===== config.mk =====
export PLATFORM = sky130hd
export DESIGN_NAME = h_serial_adder
export DESIGN_NICKNAME = d
export VERILOG_FILES = /design/src/rtl/h_serial_adder_pkg.sv /design/src/rtl/h_serial_adder_fa.sv /design/src/rtl/h_serial_adder.sv
export SDC_FILE = /design/constraint.sdc
export NUM_CORES = 1
export LEC_CHECK = 0
export ABC_AREA = 0
export BUFFER_PORTS_ARGS = -buffer_cell sky130_fd_sc_hd__buf_2
export CORE_ASPECT_RATIO = 1.2
export CORE_MARGIN = 2
export CORE_UTILIZATION = 30
export CTS_CLUSTER_SIZE = 30
export DETAILED_ROUTE_END_ITERATION = 6
export GPL_ROUTABILITY_DRIVEN = 1
export PLACE_DENSITY = 0.54
export SLEW_MARGIN = 20
export SYNTH_ARGS = -nofsm -noshare
export SYNTH_HDL_FRONTEND = slang
export SYNTH_SLANG_ARGS = --single-unit

===== constraint.sdc =====
create_clock -name clk -period 2 [get_ports clk]
set_clock_uncertainty 0.05 [all_clocks]
set_input_delay 0.3 -clock clk [delete_from_list [all_inputs] [get_ports clk]]
set_output_delay 0.3 -clock clk [all_outputs]
set_load 0.05 [all_outputs]

===== src/rtl/h_serial_adder_pkg.sv =====
// h_serial_adder_pkg: shared definitions for the bit-serial adder.
// Holds the controller state encodings and the default operand width so the
// top level, its sub-module and any bench agree on them.
package h_serial_adder_pkg;

  // Default operand / sum width in bits (legal range is 2 and up).
  localparam int H_SERIAL_DEFAULT_WIDTH = 16;

  // Controller states: IDLE accepts operands, RUN adds one bit per clock,
  // DONE presents the result until the consumer takes it.
  typedef enum logic [1:0] {
    IDLE = 2'd0,
    RUN  = 2'd1,
    DONE = 2'd2
  } state_e;

  // Bit counter width for a given operand width; never below one bit.
  function automatic int cntWidth(input int width);
    return (width > 2) ? $clog2(width) : 1;
  endfunction

endpackage


===== src/rtl/h_serial_adder_fa.sv =====
// h_serial_adder_fa: one bit slice of the serial adder.
// hHalfAdder is the basic cell; hFullAdder chains two of them and ORs their
// carries, which is the classic two-half-adder full adder.

module hHalfAdder (
  input  logic a,
  input  logic b,
  output logic sum,
  output logic cout
);

  assign sum  = a ^ b;
  assign cout = a & b;

endmodule

module hFullAdder (
  input  logic a,
  input  logic b,
  input  logic cin,
  output logic sum,
  output logic cout
);

  logic partialSum;
  logic carryAb;
  logic carryCin;

  // First cell combines the operand bits.
  hHalfAdder u_haAb (
    .a    (a),
    .b    (b),
    .sum  (partialSum),
    .cout (carryAb)
  );

  // Second cell folds in the incoming carry.
  hHalfAdder u_haCin (
    .a    (partialSum),
    .b    (cin),
    .sum  (sum),
    .cout (carryCin)
  );

  // At most one of the two cells can generate a carry, so OR is exact.
  assign cout = carryAb | carryCin;

endmodule


===== src/rtl/h_serial_adder.sv =====
// h_serial_adder: bit-serial WIDTH-bit adder with valid/ready handshakes on
// both the operand side and the result side. Adds LSB-first, one bit per
// clock, keeping the running carry in a single flip-flop.
// Optional feature macro: H_SERIAL_ADDER_SUB_EN adds the 'sub' port, which
// inverts b on load and seeds the carry with 1 to form a - b.

module h_serial_adder
  import h_serial_adder_pkg::*;
#(
  parameter int WIDTH = H_SERIAL_DEFAULT_WIDTH
) (
  input  logic             clk,
  input  logic             rst,
  input  logic             in_valid,
  output logic             in_ready,
  input  logic [WIDTH-1:0] a,
  input  logic [WIDTH-1:0] b,
`ifdef H_SERIAL_ADDER_SUB_EN
  input  logic             sub,
`endif
  output logic             out_valid,
  input  logic             out_ready,
  output logic [WIDTH-1:0] sum,
  output logic             carry_out
);

  localparam int CNT_W = cntWidth(WIDTH);
  localparam logic [CNT_W-1:0] CNT_LAST = CNT_W'(WIDTH - 1);

  state_e           state_q;
  logic             in_ready_q;
  logic             out_valid_q;
  logic [WIDTH-1:0] a_sr_q;
  logic [WIDTH-1:0] b_sr_q;
  logic [WIDTH-1:0] sum_sr_q;
  logic             carry_q;
  logic             carry_out_q;
  logic [CNT_W-1:0] cnt_q;

  logic [WIDTH-1:0] a_sr_d;
  logic [WIDTH-1:0] b_sr_d;
  logic [WIDTH-1:0] sum_sr_d;
  logic [CNT_W-1:0] cnt_d;
  logic [WIDTH-1:0] b_load_d;
  logic             carry_seed_d;
  logic             slice_sum;
  logic             slice_cout;

  // Operand B and the carry seed as loaded at acceptance; subtraction is
  // a + ~b + 1, so the +1 rides in on the initial carry.
`ifdef H_SERIAL_ADDER_SUB_EN
  assign b_load_d     = sub ? ~b : b;
  assign carry_seed_d = sub;
`else
  assign b_load_d     = b;
  assign carry_seed_d = 1'b0;
`endif

  // The single bit slice always works on the current LSBs and running carry.
  hFullAdder u_slice (
    .a    (a_sr_q[0]),
    .b    (b_sr_q[0]),
    .cin  (carry_q),
    .sum  (slice_sum),
    .cout (slice_cout)
  );

  // Shifted register contents for one RUN step: operands move right, the new
  // sum bit enters at the MSB so after WIDTH steps the sum is in place.
  assign a_sr_d   = {1'b0, a_sr_q[WIDTH-1:1]};
  assign b_sr_d   = {1'b0, b_sr_q[WIDTH-1:1]};
  assign sum_sr_d = {slice_sum, sum_sr_q[WIDTH-1:1]};
  assign cnt_d    = cnt_q + CNT_W'(1);

  // Controller and datapath registers; handshake outputs are registered here.
  always_ff @(posedge clk or posedge rst) begin
    if (rst) begin
      state_q     <= IDLE;
      in_ready_q  <= 1'b1;
      out_valid_q <= 1'b0;
      a_sr_q      <= '0;
      b_sr_q      <= '0;
      sum_sr_q    <= '0;
      carry_q     <= 1'b0;
      carry_out_q <= 1'b0;
      cnt_q       <= '0;
    end else begin
      case (state_q)
        IDLE: begin
          if (in_valid && in_ready_q) begin
            a_sr_q     <= a;
            b_sr_q     <= b_load_d;
            carry_q    <= carry_seed_d;
            cnt_q      <= '0;
            state_q    <= RUN;
            in_ready_q <= 1'b0;
          end
        end
        RUN: begin
          a_sr_q   <= a_sr_d;
          b_sr_q   <= b_sr_d;
          sum_sr_q <= sum_sr_d;
          carry_q  <= slice_cout;
          cnt_q    <= cnt_d;
          if (cnt_q == CNT_LAST) begin
            carry_out_q <= slice_cout;
            out_valid_q <= 1'b1;
            state_q     <= DONE;
          end
        end
        DONE: begin
          if (out_ready) begin
            out_valid_q <= 1'b0;
            in_ready_q  <= 1'b1;
            state_q     <= IDLE;
          end
        end
        default: begin
          out_valid_q <= 1'b0;
          in_ready_q  <= 1'b1;
          state_q     <= IDLE;
        end
      endcase
    end
  end

  assign in_ready  = in_ready_q;
  assign out_valid = out_valid_q;
  assign sum       = sum_sr_q;
  assign carry_out = carry_out_q;

endmodule

---- After elaboration in Yosys (flattened, before gate mapping) ----
Index checks and enable logic that the tools add are counted.
word-level totals
  bits in registers ....................... 58
  input bits .............................. 36
  output and inout port bits .............. 19
  word-level logic and storage cells ...... 48
operators by class
  add/sub/neg operators ................... 1
  eq/ne operators ......................... 6
  muxes and demuxes ....................... 17
  bitwise gates (word level) .............. 7
  reduce and logical (&&, ||, !) cells .... 8
operator list
  operator                                                          number
  16-bit one-hot mux with 2 select lines                            2
  16-bit two-way mux                                                2
  3-bit AND reduction                                               3
  4-bit one-hot mux with 2 select lines                             1
  2-bit two-way mux                                                 3
  2-bit != test (second input constant)                             3
  1-bit one-hot mux with 3 select lines                             2
  2-bit one-hot mux with 3 select lines                             1
  4-bit by 1-bit adder with 4-bit output (second input constant)    1
  4-bit == test (second input constant)                             1
  1-bit two-way mux                                                 4
  4-bit two-way mux                                                 1
  2-bit AND reduction                                               2
  1-bit bitwise AND                                                 2
  2-bit by 1-bit == test with 1-bit output (second input constant)  1
  2-bit == test (second input constant)                             1
  2-bit zero test                                                   1
  1-bit inverter                                                    2
  1-bit one-hot mux with 2 select lines                             1
  2-bit nonzero test                                                1
  1-bit XOR                                                         2
  1-bit logical AND                                                 1
  1-bit OR                                                          1

---- Logic depth before layout (Yosys ltp) ----
  depth in word-level cells ............... 4
  gate-level depth with buffers ........... 7

---- Cells and area by module ----
A second synthesis with hierarchy kept.
unflattened totals
  cell total of the unflattened synthesis .. 206
  area, all modules ....................... 2667.6 µm²
by module, submodules not included
  module          instances  cells an instance  area each (µm²)  seq. area each (µm²)
  h_serial_adder  1          203                2636.3           1452.6
  hHalfAdder      2          1                  12.5             0.0
  hFullAdder      1          1                  6.3              0.0

---- Worst setup path after synthesis ----
No wires, ideal clock.
  path type ............................... register to register
  start ................................... reg in_ready_q, in the netlist in_ready
  end ..................................... reg a_sr_q[0]
  data arrival time ....................... 1682 ps
  setup slack ............................. 143 ps
  cell stages (with the launch flop) ...... 5
  path buffers ............................ 1
  period minus slack after synthesis ...... 1857 ps
  cells stage by stage .................... dfstp_2 -> a21oi_2 -> nor2_2 -> buf_4 -> mux2_2
on the way
  longest elaborated chain between the ends .. 3
ends and longest elaborated chain
  item                                  line                   source
  from (decl)                           h_serial_adder.sv:31   logic in_ready_q;
  from (signal assigned)                h_serial_adder.sv:79   in_ready_q <= 1'b1;
  from (signal assigned)                h_serial_adder.sv:96   in_ready_q <= 1'b0;
  from (signal assigned)                h_serial_adder.sv:114  in_ready_q <= 1'b1;
  1-bit logical AND                     h_serial_adder.sv:90   if (in_valid && in_ready_q) begin
  2-bit != test (no source line)        --
  2-bit AND reduction (no source line)  --
  to (signal assigned)                  h_serial_adder.sv:100  a_sr_q <= a_sr_d;
  to (decl)                             h_serial_adder.sv:33   logic [WIDTH-1:0] a_sr_q;
Every way passes these cells.
A chain may end at the register's enable or synchronous reset.

---- Final worst setup path ----
  start ................................... reg state_q[0]
  end ..................................... reg sum_sr_q[14], in the netlist sum[14]
on the way
  longest elaborated chain between the ends .. 1
ends and longest elaborated chain
  item                                      line                   source
  from (decl)                               h_serial_adder.sv:30   state_e state_q;
  from (signal assigned)                    h_serial_adder.sv:78   state_q <= IDLE;
  from (signal assigned)                    h_serial_adder.sv:95   state_q <= RUN;
  from (signal assigned)                    h_serial_adder.sv:108  state_q <= DONE;
  2-bit by 1-bit == test with 1-bit output  h_serial_adder.sv:88   case (state_q)
  to (signal assigned)                      h_serial_adder.sv:102  sum_sr_q <= sum_sr_d;
  to (decl)                                 h_serial_adder.sv:35   logic [WIDTH-1:0] sum_sr_q;
Every way passes these cells.

==> run summary <==
The run finished with clean final reports. STA classifies the critical path endpoint as a register. After the last flow step, the layout net total stands at 300. The count of endpoints failing setup in the final report is 0.

The number of endpoints with negative hold slack in the final report is 0. The fraction of layout cells with a size suffix above 1 is 0.483. The antenna cell count came out at 0. The final routed wirelength across all metal layers came out at 5.20 mm. The static leakage came out at 1.60 nW.

The total number of placement rows is 37. The die span in x came out at 90.0 um. Summing over every cut layer, the via total after detailed routing is 1757. The design draws 2.35 mW.

The combined area of all synthesized cells is 2660 um^2. The end of the worst register-to-register path is sum[14]. For hold timing, the worst endpoint is b_sr_q[1]. The register-to-register path setup slack came out at 280 ps. The largest net degree at the start of global routing came out at 41. The total routing usage reported by global routing came out at 0.119.

For the pin with the worst max-slew slack, the measured transition is 477 ps. The peak ir drop on the vdd network is 0.341 mV. The synthesized area divided by synthesized cell count came out at 13.3 um^2.

The sequential fraction of the synthesis area came out at 0.546. The worst hold path cell count came out at 3. The number of input and output port buffers inserted is 54. The clock-pin slew on the worst setup and hold paths is 70 ps. The count of unresolved DRC violations after routing came out at 0. TritonCTS built the clock tree. The via density per instance came out at 4.58. Once layout is complete, the utilization of the core stands at 0.382. The count of flip-flops with a built-in enable after synthesis is 0.

The max-slew violation count came out at 0. The power density normalized to cell area came out at 715 nW/um^2. The routed wire length per instance is 13.5 um. Derived from the worst setup path, the maximum achievable clock frequency is 0.580 GHz. The launching point of the worst reg2reg path is state_q[0]. The post-synth net total is 238. The shortest period the worst path allows came out at 1720 ps. The HPWL reported at the end of detailed placement is 3.60 mm.

The floorplan step defined a die boundary enclosing 9640 um^2. Among all flip-flop cells after synthesis, the most frequent one is sky130_fd_sc_hd__dfrtp_1. The number of instances in the synthesized netlist is 200.

The worst slack at placement is 72.7 ps. CTS placed an instance of sky130_fd_sc_hd__clkbuf_8 at the clock tree root. Setup repair after global routing left no endpoint under its margin. The detailed router's first-iteration violation count came out at 69. The initial core utilization came out at 0.309. The data arrival at the endpoint of the critical path is 1890 ps.

The aggregate global routing overflow came out at 0. The critical hold path startpoint is b[1]. The worst-case reg-to-reg path depth is 4. The part of the cycle the worst path needs came out at 0.862. The post-synthesis async set-or-reset flop share came out at 1.00. The setup TNS is 0 ps. The area taken by flip-flops and latches is 1450 um^2. The clock insertion delay at the later pin of the skew report came out at 340 ps. The synthesis-to-finish area growth came out at 23.6%. The footprint of the multi-input gates is 1100 um^2.

Yosys mapped the design onto 33 distinct sky130hd cell types. The number of warnings printed during yosys synthesis came out at 0. The wire length of the first global-routing pass came out at 8.98 mm.

Before antenna repair, the detailed router went through 3 iterations. The largest buffer count on any clock path is 2. TritonCTS created 9 clock buffers. After floorplanning, the core was sized to cover 8610 um^2. The post-CTS repair timing setup buffer count is 0. The overall die height came out at 107 um. The fill cell instance count of the final layout came out at 888. The worst slew margin relative to its limit is 0.681.

CTS saw 58 sinks. The class of the worst hold path is input pin to register. The class of the most critical setup path is register to register. The initial antenna violation count is 0. The maximum fanout along the worst path is 15. The worst setup path is launched from a register. The number of global-route vias before repair was 1849. The post-route antenna net violation count came out at 0. For the worst setup path, the data required time is 2170 ps. The final worst slack is 276 ps. In this run the number of H-tree levels came out at 3. After synthesis the netlist holds a flip-flop and latch count of 58. The congestion estimate from routability-driven global placement came to 0.678. The reported max-cap violation count is 0.

The count of pins on the block boundary is 55.
[timing repair]
item                                    4_1_cts  5_1_grt
hold endpoints to repair                     18        0
hold buffers                                  1        0
endpoints found under the setup margin        0        1
gates resized for setup                       0        1
[layout make-up]
class	instances	share of cell area
clock buffers	10	0.0419
clock inverters	6	0.0202
inverters	2	0.00228
multi-input cells	127	0.336
flip-flops and latches	58	0.442
well taps	117	0.0445
repair buffers	64	0.113
[critical path, stage by stage (launching register included)]
cell and delay, ps:
sky130_fd_sc_hd__dfrtp_1 470, sky130_fd_sc_hd__nor2b_4 220, sky130_fd_sc_hd__buf_4 270, sky130_fd_sc_hd__buf_4 240, sky130_fd_sc_hd__mux2_2 350
[kinds of logic after synthesis]
group,share of synthesized area
AOI/OAI and AO/OA,0.0983
buffers and inverters,0.0437
adders and majority gates,0.0122
xor gates and xnor gates,0.00329
and+or+nand+nor,0.0334
DFF,0.546
muxes,0.263
[cells in the mapped netlist, drive strengths merged (2+ instances only)]
| cell | instances | area (um^2) |
|---|---|---|
| dfrtp | 57 | 1430 |
| and4b | 2 | 20.0 |
| a22o | 3 | 26.3 |
| mux2 | 45 | 541 |
| nor2 | 5 | 21.3 |
| buf | 9 | 92.6 |
| a21oi | 6 | 33.8 |
| clkbuf | 4 | 16.3 |
| inv | 2 | 7.51 |
| nand2 | 3 | 11.3 |
| mux2i | 16 | 160 |
| o21ai | 34 | 170 |
| o22a | 2 | 17.5 |
[layout by cell type, fill, tap and decap left out, drive strengths merged, types with 2 or more instances in the layout]
cell,n
a22o,3
nand2,3
o21ai,34
nor2,5
and4b,2
clkbuf,10
mux2i,16
clkinv,2
inv,2
mux2,45
clkinvlp,3
buf,63
dfrtp,57
o22a,2
a21oi,6
[per-stage QoR]
stage	hold slack [ps]	instances	instance area, um^2
2_1_floorplan	417	200	2660
3_3_place_gp	269	367	3070
3_5_place_dp	279	367	3070
4_1_cts	170	384	3280
5_1_grt	177	384	3290
6_report	184	384	3290
[routing by layer]
metal | global-route usage | vias up | part of all wire
li1 | - | 853 | -
met3 | 0.0323 | 13 | 0.050
met4 | 0.0725 | 0 | 0.029
met2 | 0.181 | 38 | 0.46
met5 | 0 | - | 0
met1 | 0.153 | 853 | 0.46
[power breakdown]
| part | switching (mW) | internal (mW) |
|---|---|---|
| clock network | 0.475 | 0.608 |
| registers | 0 | 1.17 |
| logic | 0.0456 | 0.0505 |
[flip-flops by register name (all words and copies together), names as in the netlist]
register / count
a_sr_q: 16
b_sr_q: 16
sum: 16
cnt_q: 4
state_q: 2
carry_out: 1
carry_q: 1
in_ready: 1
out_valid: 1
[worst max path at each step]
| stage | cells past startpoint | slack, ps | from | to |
|---|---|---|---|---|
| floorplan | 4 | 140 | in_ready | a_sr_q[0] |
| global placement | 3 | 120 | in_ready | a_sr_q[0] |
| detailed placement | 3 | 70 | in_ready | a_sr_q[2] |
| CTS | 3 | 70 | in_ready | a_sr_q[2] |
| global route | 4 | 210 | state_q[0] | sum[8] |
| finish | 4 | 280 | state_q[0] | sum[14] |
Power figures use the tool's default switching activity.
